`config.mk`:
```
export PLATFORM = sky130hd
export DESIGN_NAME = bus_arbiter_rr
export DESIGN_NICKNAME = d
export VERILOG_FILES = /design/src/rtl/bus_pkg.sv /design/src/rtl/rr_priority_pick.sv /design/src/rtl/bus_arbiter_rr.sv
export SDC_FILE = /design/constraint.sdc
export NUM_CORES = 1
export LEC_CHECK = 0
export ABC_AREA = 1
export CAP_MARGIN = 15
export CORE_AREA = 2 2 121 123
export CTS_CLUSTER_DIAMETER = 40
export DETAILED_ROUTE_END_ITERATION = 6
export DIE_AREA = 0 0 123 125
export PLACE_DENSITY = 0.49
export SYNTH_ARGS = -nofsm -noshare
export SYNTH_HDL_FRONTEND = slang
export SYNTH_SLANG_ARGS = --single-unit
```
`constraint.sdc`:
```
create_clock -name clk -period 1.1 [get_ports clk]
set_input_delay 0.11 -clock clk [delete_from_list [all_inputs] [get_ports clk]]
set_output_delay 0.11 -clock clk [all_outputs]
set_load 0.01 [all_outputs]
```
`src/rtl/bus_pkg.sv`:
```
// Shared host-bus widths, arbiter state encoding and the per-requester bus payload.
package bus_pkg;

    localparam int unsigned BUS_ADDR_W = 32;
    localparam int unsigned BUS_DATA_W = 32;
    localparam int unsigned BUS_MASK_W = 4;

    typedef enum logic {ARB_IDLE, ARB_BUSY} arb_state_t;

    typedef struct packed {
        logic [BUS_ADDR_W-1:0] addr;
        logic [BUS_DATA_W-1:0] wdata;
        logic [BUS_MASK_W-1:0] mask;
        logic                  ren;
        logic                  wen;
    } bus_req_t;

endpackage

```
`src/rtl/rr_priority_pick.sv`:
```
// Round-robin pick: first requesting index strictly after 'last', searching upward with wrap.
module rr_priority_pick #(
    parameter int unsigned N = 2
) (
    input  logic [N-1:0]         req,
    input  logic [$clog2(N)-1:0] last,
    output logic [$clog2(N)-1:0] pick_idx,
    output logic                 pick_valid
);

    localparam int unsigned IDX_W = $clog2(N);

    logic [IDX_W-1:0] cand;

    // Walk offsets from farthest to nearest so the nearest requester overwrites earlier hits.
    always_comb begin
        pick_idx   = last;
        pick_valid = |req;
        cand       = last;
        for (int unsigned off = N; off >= 1; off--) begin
            cand = IDX_W'((32'(last) + off) % N);
            if (req[cand]) begin
                pick_idx = cand;
            end
        end
    end

endmodule

```
`src/rtl/bus_arbiter_rr.sv`:
```
// Round-robin arbiter sharing one 32-bit host bus among NUM_HOSTS requesters,
// with the grant locked per transaction and an optional completion watchdog.
module bus_arbiter_rr
    import bus_pkg::*;
#(
    parameter int unsigned NUM_HOSTS      = 2,
    parameter int unsigned TIMEOUT_CYCLES = 0
) (
    input  logic                             clk,
    input  logic                             rst,
    input  logic [NUM_HOSTS*BUS_ADDR_W-1:0]  req_address,
    input  logic [NUM_HOSTS*BUS_DATA_W-1:0]  req_data_write,
    input  logic [NUM_HOSTS*BUS_MASK_W-1:0]  req_write_mask,
    input  logic [NUM_HOSTS-1:0]             req_ren,
    input  logic [NUM_HOSTS-1:0]             req_wen,
    output logic [NUM_HOSTS*BUS_DATA_W-1:0]  req_data_read,
    output logic [NUM_HOSTS-1:0]             req_ready,
    output logic [BUS_ADDR_W-1:0]            bus_address,
    output logic [BUS_DATA_W-1:0]            bus_data_write,
    output logic [BUS_MASK_W-1:0]            bus_write_mask,
    output logic                             bus_ren,
    output logic                             bus_wen,
    input  logic [BUS_DATA_W-1:0]            bus_data_read,
    input  logic                             bus_ready,
    output logic [$clog2(NUM_HOSTS)-1:0]     grant_idx,
    output logic                             timeout_err
);

    localparam int unsigned IDX_W    = $clog2(NUM_HOSTS);
    localparam int unsigned CNT_W    = (TIMEOUT_CYCLES > 0) ? $clog2(TIMEOUT_CYCLES + 1) : 1;
    localparam int unsigned CNT_LAST = (TIMEOUT_CYCLES > 0) ? TIMEOUT_CYCLES - 1 : 0;
    localparam logic [CNT_W-1:0] CNT_MAX = '1;

    arb_state_t       state_q, state_d;
    logic [IDX_W-1:0] grant_idx_q, grant_idx_d;
    logic [CNT_W-1:0] cnt_q, cnt_d;

    bus_req_t             req_pl [NUM_HOSTS];
    logic [NUM_HOSTS-1:0] req_vec;
    bus_req_t             sel;
    logic [IDX_W-1:0]     pick_idx;
    logic                 pick_valid;
    logic                 ready_c;
    logic                 force_c;

    // Per-requester unpacking and return-path fan-out.
    for (genvar g = 0; g < NUM_HOSTS; g++) begin : g_slot
        assign req_pl[g] = '{
            addr:  req_address[g*BUS_ADDR_W +: BUS_ADDR_W],
            wdata: req_data_write[g*BUS_DATA_W +: BUS_DATA_W],
            mask:  req_write_mask[g*BUS_MASK_W +: BUS_MASK_W],
            ren:   req_ren[g],
            wen:   req_wen[g]
        };
        assign req_vec[g]   = req_ren[g] | req_wen[g];
        assign req_ready[g] = ready_c && (grant_idx_q == IDX_W'(g));
        assign req_data_read[g*BUS_DATA_W +: BUS_DATA_W] =
            (force_c && (grant_idx_q == IDX_W'(g))) ? '0 : bus_data_read;
    end

    rr_priority_pick #(
        .N (NUM_HOSTS)
    ) u_pick (
        .req        (req_vec),
        .last       (grant_idx_q),
        .pick_idx   (pick_idx),
        .pick_valid (pick_valid)
    );

    assign sel            = req_pl[grant_idx_q];
    assign bus_address    = sel.addr;
    assign bus_data_write = sel.wdata;
    assign bus_write_mask = sel.mask;
    assign grant_idx      = grant_idx_q;
    assign timeout_err    = force_c;

    // Next-state, watchdog and bus strobe gating.
    always_comb begin
        state_d     = state_q;
        grant_idx_d = grant_idx_q;
        cnt_d       = cnt_q;
        ready_c     = 1'b0;
        force_c     = 1'b0;
        bus_ren     = 1'b0;
        bus_wen     = 1'b0;
        case (state_q)
            ARB_IDLE: begin
                if (pick_valid) begin
                    grant_idx_d = pick_idx;
                    cnt_d       = '0;
                    state_d     = ARB_BUSY;
                end
            end
            ARB_BUSY: begin
                bus_ren = sel.ren;
                bus_wen = sel.wen;
                if (!(sel.ren || sel.wen)) begin
                    state_d = ARB_IDLE;
                end else if (bus_ready) begin
                    ready_c = 1'b1;
                    state_d = ARB_IDLE;
                end else if ((TIMEOUT_CYCLES != 0) && (cnt_q == CNT_W'(CNT_LAST))) begin
                    ready_c = 1'b1;
                    force_c = 1'b1;
                    state_d = ARB_IDLE;
                end else if (cnt_q != CNT_MAX) begin
                    cnt_d = CNT_W'(cnt_q + 1'b1);
                end
            end
            default: state_d = ARB_IDLE;
        endcase
    end

    always_ff @(posedge clk) begin
        if (rst) begin
            state_q     <= ARB_IDLE;
            grant_idx_q <= IDX_W'(NUM_HOSTS - 1);
            cnt_q       <= '0;
        end else begin
            state_q     <= state_d;
            grant_idx_q <= grant_idx_d;
            cnt_q       <= cnt_d;
        end
    end

endmodule
```
# [Word level (Yosys, flattened, before mapping)]
# Cells that the tools add are included.
[word_totals] inputBits=175 out_inout_bits=138 wordCells=36 register_bits=2
[classes] magnitude_cmp=3 n_reduce_logical=6 n_bitwise=5 n_mux=18 addsub=2
[ops] operator="$mux 70" n=3
[ops] operator="$mux 1" n=14
[ops] operator="$lt 1x2->1 const B" n=2
[ops] operator="$reduce_and 3->1" n=1
[ops] operator="$add 1x1->1 const B" n=2
[ops] operator="$ge 2x2->1 const B" n=1
[ops] operator="$logic_and 1x1->1" n=2
[ops] operator="$not 1->1" n=2
[ops] operator="$not 1->2" n=1
[ops] operator="$or 1x1->1" n=2
[ops] operator="$pmux 1 s2" n=1
[ops] operator="$reduce_bool 2->1" n=1
[ops] operator="$reduce_or 2->1" n=1
[ops] operator="$logic_or 1x1->1" n=1

# [Depth between registers and ports, before layout]
# Gate-level depths: netlist (run 1).
[depth] ltp_word=8 mapped_depth=7 depth_no_buf=6

# [Hierarchy]
# From an unflattened synthesis (run 1), not the netlist that was laid out.
[hier_totals] hier_cells=320 hier_area_um2=1522.7
[by_module_without_submodules] mod="bus_arbiter_rr" n_inst=1 area_each_um2=1497.7 cells_each=314 seq_area_each_um2=40.0
[by_module_without_submodules] mod="rr_priority_pick" n_inst=1 area_each_um2=25.0 cells_each=6 seq_area_each_um2=0.0

# [Least setup slack after synthesis (run 1)]
# OpenSTA, ideal clock, no wires.
[synth_timing] kind="reg2out" from="register grant_idx_q, in the netlist grant_idx" to="output req_ready[1]" path_buffers=1 arrival_ps=903 path_slack_ps=87 stages_incl_launch_ff=8 path_cell_list="dfxtp_1 > buf_6 > inv_4 > nand2_1 > nand2_1 > nand2_2 > nand3_1 > inv_1"
[synth_via] elab_chain_len=8
[synth_rtl] item="start: declaration" line_no="bus_arbiter_rr.sv:35" text="logic [IDX_W-1:0] grant_idx_q, grant_idx_d;"
[synth_rtl] item="start signal: assignment" line_no="bus_arbiter_rr.sv:117" text="grant_idx_q <= IDX_W'(NUM_HOSTS - 1);"
[synth_rtl] item="start signal: assignment" line_no="bus_arbiter_rr.sv:121" text="grant_idx_q <= grant_idx_d;"
[synth_rtl] item="$not 1->2 (implied by the code)" line_no="bus_arbiter_rr.sv:70" text="assign sel = req_pl[grant_idx_q];"
[synth_rtl] item="$mux 70 (implied by the code) (3 in series)" line_no="bus_arbiter_rr.sv:70"
[synth_rtl] item="$logic_or 1x1->1" line_no="bus_arbiter_rr.sv:97" text="if (!(sel.ren || sel.wen)) begin"
[synth_rtl] item="$mux 1" line_no="bus_arbiter_rr.sv:97"
[synth_rtl] item="$mux 1" line_no="bus_arbiter_rr.sv:86" text="case (state_q)"
[synth_rtl] item="$logic_and 1x1->1 (*)" line_no="bus_arbiter_rr.sv:56" text="assign req_ready[g] = ready_c && (grant_idx_q == IDX_W'(g));"
[synth_rtl] item="end: declaration" line_no="bus_arbiter_rr.sv:17" text="output logic [NUM_HOSTS-1:0] req_ready,"
# Every way passes the cells marked *; elsewhere a longest branch is shown, timed or not. The select of a mux whose other input is x is not followed.

# [Final worst setup path (run 1)]
[layout_timing] from="register grant_idx_q, in the netlist grant_idx" to="output bus_address[29]"
[layout_via] elab_chain_len=4
[layout_rtl] item="$not 1->2 (implied by the code)" line_no="bus_arbiter_rr.sv:70"
[layout_rtl] item="$mux 70 (implied by the code) (3 in series)" line_no="bus_arbiter_rr.sv:70"
[layout_rtl] item="end: declaration" line_no="bus_arbiter_rr.sv:18" text="output logic [BUS_ADDR_W-1:0] bus_address,"
# Every way passes these cells. The select of a mux whose other input is x is not followed.

==> key figures, run 1 <==
Run status
  – Outcome: finished, violations left
  – Violated checks: negative setup slack

Clock network
  – CTS Buf Count: 3
  – Worst skew pair latency: 0.22 ns
  – CTS tree: yes
  – Clock transition at the registers of the reported paths: about 0.030 ns
  – CTS HTree Levels: 1
  – Clock root buffer: clkbuf_16
  – CTS Sinks: 2
  – Clk buf depth: 2

Critical path
  – Worst Path Class, Setup: reg -> out
  – R2R cell count: 8
  – Family of cells with the greatest summed delay on the critical path: buffers and inverters
  – Critical path startpoint category: register
  – Slowest stage delay, CP: between 0.4 and 0.5 ns
  – CP bufs+invs: 4
  – Cell chain of the critical path: inv_8 -> buf_12 -> buf_16 -> nand2_4 -> nand2_2 -> buf_6
  – CP arrival: about 1.3 ns
  – CP endpoint kind: output pin
  – Slowest cell on crit path: dfxtp_4
  – Max Fanout on Critical Path: 7
  – CP Depth: 6
  – WP data required: 0.99 ns

STA
  – Final hold viol count: 0
  – Tmin final: about 1.4 ns
  – Worst hold-check slack: 0.220 ns
  – Max Slew Vio Count: 0
  – Fin Clk Skew: approximately 0.0027 ns
  – Period utilisation layout: 1.25
  – Endpoints failing setup: 74
  – RSZ-0062 raised after global routing: yes
  – Achievable Freq: 0.728 GHz
  – Final setup margin: -0.274 ns

Yosys
  – Mapped Cells: approximately 320
  – Synthesis Warnings: 0
  – Top post-synthesis cells by area: nand2_1, buf_4, buf_2
  – Syn_area_per_cell: 4.79 um2
  – Synth top area share: 0.523
  – Seq/Total Area, Yosys: 0.0262
  – Synth area leader: nand2_1
  – Post-Syn Nets: roughly 490
  – FF+latch count, synth: 2
  – Synthesized cell area: roughly 1500 um2
  – Synth cell types: 14

Placed design
  – Dpl cell area: ~3400 um2
  – Port-buffer cells: 215
  – Gpl congestion: around 0.80
  – Dpl hpwl: 6070 um

Drt
  – 1st-pass router iterations: 5
  – Total routed wirelength: 9960 um
  – Via count: 2536
  – Avg WL per Cell: roughly 15 um
  – Vias per cell: around 3.8
  – Remaining antenna violation count: 0
  – Residual DRC count: 0
  – Drt initial violations: between 80 and 90

Die
  – Die Wd: 123 um
  – IO Count: ~310
  – Rows: between 40 and 50
  – Core area: about 14000 um2
  – Die ar.: about 15000 um2
  – Starting Density: 0.108
  – Die Y: 125 um

Power
  – Peak VDD IR: roughly 0.58 mV
  – LEAKAGE: around 2.1 nW
  – Pwr dens: between 700 and 800 nW/um2

GRT
  – Largest net degree at the start of global routing: 19
  – Most used routing layer: met2
  – All-Layer GR Usage: 0.111
  – Initial antenna violation count: 0
  – Gr ovfl total: 0
  – GR met2 Demand/Resource: 0.204
  – First-pass GRT wire length: about 13000 um
  – Vias in the first global route: between 2000 and 3000
  – Met1 usage: 0.126
  – GR Util met3: 0.0255

Finish
  – Synth-to-layout area growth: 176%
  – Final instance area: 4230 um2
  – Share of post-route cells with drive strength above 1: 0.434
  – Layout net count: about 670
  – Most frequent cells in the layout: clkdlybuf4s50_1, nand2_1, nand2_2, buf_2, buf_6
  – Commonest non-fill, non-tap cell in the layout: clkdlybuf4s50_1
  – ANT cells: 0

Hold path
  – Worst hold path type: in -> out
  – Hold path cells: 0

Flow run
  – MaxCap Viol Count: 0
-- per-layer routing --
layer	part of all wire	up-vias
met5	0	-
met4	0.018	0
met3	0.083	28
met2	0.50	146
met1	0.40	1145
li1	-	1217
-- synth_stat cells --
master and n:
nand2_1 213, buf_4 65, buf_2 13, inv_1 9, nor2_1 5, nand3_1 3, buf_6 2, dfxtp_1 2
nor2_2 2, conb_1 1, inv_4 1, nand2_2 1, o211ai_2 1, o21ai_1 1
-- flip-flops by register name (all words and copies together) (netlist names) --
name       count
state_q        1
grant_idx      1
-- final timing paths --
kind                             to  slack (ns)                    from
max                 bus_address[29]       -0.27  grant_idx$_SDFFE_PP1P_
min reg2reg  grant_idx$_SDFFE_PP1P_        0.55      state_q$_SDFF_PP0_
min               req_data_read[63]        0.22       bus_data_read[31]
max reg2reg      state_q$_SDFF_PP0_       -0.14  grant_idx$_SDFFE_PP1P_
-- per-stage QoR --
step	power [mW]	setup TNS [ns]	worst slack, ns	cells	util
floorplan	1.03	0	0.0874	319	-
global placement	2.11	-27.40	-0.550	646	0.243
detailed placement	2.12	-27.46	-0.556	646	0.243
CTS	3.03	-18.53	-0.335	672	0.273
global route	3.52	-19.18	-0.314	673	0.298
finish	3.31	-15.92	-0.274	673	0.298
-- final cells by class --
class                   instances  area (um2)
multi-input cells             227        1280
inverters                      10        45.0
flip-flops and latches          2        43.8
clock buffers                   3        75.1
fillers                      1541        9980
well taps                     184         230
repair buffers                247        2550
-- worst register-to-register path, cell delays in order, from the launching register on --
cell and delay (ns):
dfxtp_4 0.43, buf_6 0.15, nand2_4 0.05, nand2_4 0.08, nand2_4 0.07, buf_6 0.12
buf_6 0.11, nor2_4 0.09, nor2_2 0.03
-- what timing repair did --
action	in CTS	in global routing
gates cloned	10	3
setup endpoints to repair	73	74
buffers inserted	14	4
pin swaps	4	27
gates resized for setup	341	142
hold buffers	0	0
-- logic make-up after synthesis --
logic type	Yosys count	synth area share
flops	2	0.0262
simple gates	224	0.557
buf+inv	90	0.403
compound gates	2	0.0115
other cells	1	0.00245
-- power breakdown --
part / total [mW] / switching, mW / internal (mW)
combinational: 2.66 / 1.16 / 1.49
clock: 0.551 / 0.0877 / 0.463
sequential: 0.105 / 0.0224 / 0.0824
Power figures use the tool's default switching activity.
==> run 2, diff against run 1 <==
ABC_AREA = not set   (was 1)
PLACE_DENSITY = 0.48   (was 0.49)
RECOVER_POWER = 50   (was not set)
REMOVE_ABC_BUFFERS = 1   (was not set)
==> run 2 against run 1 <==
  * The flow still finishes with violations (negative setup slack)
  * Combinational power shrank 12%
  * Non-clock buffer count up 11
  * Worst hold slack hardly changed
  * Via count shrank 22%
  * Clock-buffer cell count is 1 higher
  * Synthesized cell count shrank 50%
  * Critical path type unchanged
  * Critical endpoint is now bus_data_write[3]
==> key figures, run 2 <==
Die
  – Rows: 44 (unchanged)
  – Die ar.: 15400 um2 (unchanged)
  – Core area: 14200 um2 (unchanged)
  – Die Y: 125 um (unchanged)
  – IO Count: 313 (unchanged)
  – Starting Density: 0.103 (was 0.108)
  – Die Wd: 123 um (unchanged)

Clock network
  – Clock transition at the registers of the reported paths: 0.03 ns (about the same)
  – Clock root buffer: clkbuf_16 (unchanged)
  – CTS HTree Levels: 1 (unchanged)
  – # hold bufs at CTS: 0 (unchanged)
  – CTS Sinks: 2 (unchanged)
  – CTS tree: yes (unchanged)
  – Clk buf depth: 2 (unchanged)
  – CTS Buf Count: 3 (unchanged)
  – Worst skew pair latency: 0.22 ns (about the same)

Yosys
  – Mapped Cells: 160 (was 319)
  – Syn_area_per_cell: 9.15 um2 (was 4.79 um2)
  – Synth cell count leaders: mux2_2, buf_4, buf_6 (was nand2_1, buf_4, buf_2)
  – Synth top area share: 0.523 (about the same)
  – Asr flop ratio synth: 0 (unchanged)
  – Top-count cell post-synth: mux2_2 (was nand2_1)
  – Seq/Total Area, Yosys: 0.0274 (was 0.0262)
  – Ys flop type: dfxtp_1 (unchanged)
  – FF+latch count, synth: 2 (unchanged)
  – Synth cell types: 18 (was 14)
  – Synthesis Warnings: 0 (unchanged)
  – Synth area leader: mux2_2 (was nand2_1)
  – EDFF count, synth: 0 (unchanged)
  – Synthesized cell area: 1460 um2 (was 1530 um2)
  – Top post-synthesis cells by area: mux2_2, buf_4, buf_6 (was nand2_1, buf_4, buf_2)

Finish
  – Post-Route Utilization: 0.291 (was 0.298)
  – Layout net count: 525 (was 666)
  – Fillers: 1494 (was 1541)
  – Non-Filler Instances: 533 (was 673)
  – Synth-to-layout area growth: 182% (was 176%)
  – Share of post-route cells with drive strength above 1: 0.533 (was 0.434)
  – ANT cells: 0 (unchanged)
  – Final instance area: 4130 um2 (was 4230 um2)
  – Most frequent cells in the layout: clkdlybuf4s50_1, buf_6, mux2_4, mux2_2, buf_4 (was clkdlybuf4s50_1, nand2_1, nand2_2, buf_2, buf_6)
  – Commonest non-fill, non-tap cell in the layout: clkdlybuf4s50_1 (unchanged)

Flow run
  – MaxCap Viol Count: 0 (unchanged)

Critical path
  – Critical path startpoint category: register (unchanged)
  – CP arrival: 1.48 ns (was 1.26 ns)
  – WP data required: 0.99 ns (about the same)
  – Worst Path Class, Setup: reg -> out (unchanged)
  – CP endpoint kind: output pin (unchanged)
  – Max Fanout on Critical Path: 5 (was 7)

Power
  – Peak VDD IR: 0.434 mV (was 0.583 mV)
  – Pwr dens: 724 nW/um2 (was 783 nW/um2)
  – LEAKAGE: 1.89 nW (was 2.10 nW)

Drt
  – Residual DRC count: 0 (unchanged)
  – Met2 wire length: 4370 um (was 5000 um)
  – Met1 Wirelength: 4310 um (was 3960 um)
  – Remaining antenna violation count: 0 (unchanged)
  – Vias per cell: 3.72 (was 3.77)
  – Max Used Layer: met4 (unchanged)
  – Drt initial violations: 28 (was 81)
  – Avg WL per Cell: 19.9 um (was 14.8 um)
  – Routed wl met3: 1860 um (was 822 um)
  – 1st-pass router iterations: 4 (was 5)
  – Total routed wirelength: 10600 um (was 9960 um)
  – Via count: 1982 (was 2536)

Run status
  – Violated checks: negative setup slack (unchanged)
  – Outcome: finished, violations left (unchanged)

STA
  – RSZ-0062 raised after global routing: yes (unchanged)
  – Period utilisation layout: 1.44 (was 1.25)
  – Endpoints failing setup: 73 (was 74)
  – Fin Clk Skew: 0.00115 ns (was 0.00274 ns)
  – Worst hold-check slack: 0.220 ns (about the same)
  – Max Slew Vio Count: 0 (unchanged)
  – Final hold viol count: 0 (unchanged)
  – Tmin final: 1.59 ns (was 1.37 ns)
  – Final setup margin: -0.486 ns (was -0.274 ns)
  – Achievable Freq: 0.631 GHz (was 0.728 GHz)

Placed design
  – Dpl ws: -0.485 ns (was -0.556 ns)
  – DP Cell Count: 496 (was 646)
  – Dpl cell area: 3410 um2 (was 3450 um2)
  – Dpl hpwl: 8090 um (was 6070 um)
  – Gpl congestion: 0.748 (was 0.798)
  – Port-buffer cells: 215 (unchanged)

GRT
  – First-pass GRT wire length: 13500 um (was 13200 um)
  – Gr ovfl total: 0 (unchanged)
  – All-Layer GR Usage: 0.120 (was 0.111)
  – Initial antenna violation count: 0 (unchanged)
  – Vias in the first global route: 2034 (was 2543)
  – Largest net degree at the start of global routing: 13 (was 19)

Hold path
  – Worst hold path type: in -> out (unchanged)
run 2: cell families (layout without fill, tap and decap cells):
kind of cell | Yosys count | count (layout) | share of synthesized area
multiplexers | 70 | 70 | 0.537
flip-flops | 2 | 2 | 0.0274
AND/OR/NAND/NOR | 8 | 8 | 0.0282
AO/OA/AOI/OAI | 5 | 5 | 0.0231
buffers and inverters | 74 | 263 | 0.382
other | 1 | 1 | 0.00256
run 2: routing by layer:
| metal | track usage | up-vias |
|---|---|---|
| met3 | 0.0985 | 6 |
| met1 | 0.149 | 912 |
| li1 | - | 864 |
| met4 | 0.00802 | 0 |
| met2 | 0.164 | 200 |
| met5 | 0.0428 | - |
run 2: report_power, final:
group	switching (mW)	internal, mW	leakage [nW]	total, mW
clock	0.0929	0.478	0.0382	0.570
sequential	0.0105	0.0812	0.0169	0.0917
combinational	0.729	1.60	1.83	2.33
run 2: metrics by stage:
| stage | total power, mW | setup TNS [ns] |
|---|---|---|
| global route | 3.15 | -29.77 |
| global placement | 1.88 | -31.26 |
| finish | 2.99 | -26.68 |
| floorplan | 0.695 | -107.45 |
| detailed placement | 1.87 | -31.85 |
| CTS | 2.62 | -31.58 |
run 2: layout make-up:
type                            count  area (um2)  area share
Timing Repair Buffer              258        2700       0.653
Multi-Input combinational cell     84        1080       0.261
Tap cell                          184         230      0.0557
Clock buffer                        4        78.8      0.0191
Sequential cell                     2        43.8      0.0106
Inverter                            1        3.75    0.000908
run 2: worst max-delay path: stages (launching register included):
cell	delay (ns)
dfxtp_4	0.35
buf_6	0.13
buf_12	0.13
buf_12	0.12
buf_6	0.10
mux2_4	0.29
buf_6	0.12
run 2: worst paths after layout:
path,from,endpoint,cells after the start,slack [ns]
worst max-delay path,grant_idx$_SDFFE_PP1P_,bus_data_write[3],6,-0.49
worst min-delay path,bus_data_read[19],req_data_read[51],0,0.22
worst max register to register,grant_idx$_SDFFE_PP1P_,state_q$_SDFF_PP0_,6,-0.10
worst min register to register,state_q$_SDFF_PP0_,grant_idx$_SDFFE_PP1P_,2,0.64
run 2: timing repair:
item / in CTS / in global routing
buffers inserted: 21 / 9
endpoints found under the hold margin: 0 / 0
gates cloned: 2 / 3
pin swaps: 0 / 2
setup endpoints to repair: 73 / 75
gates resized for setup: 253 / 149
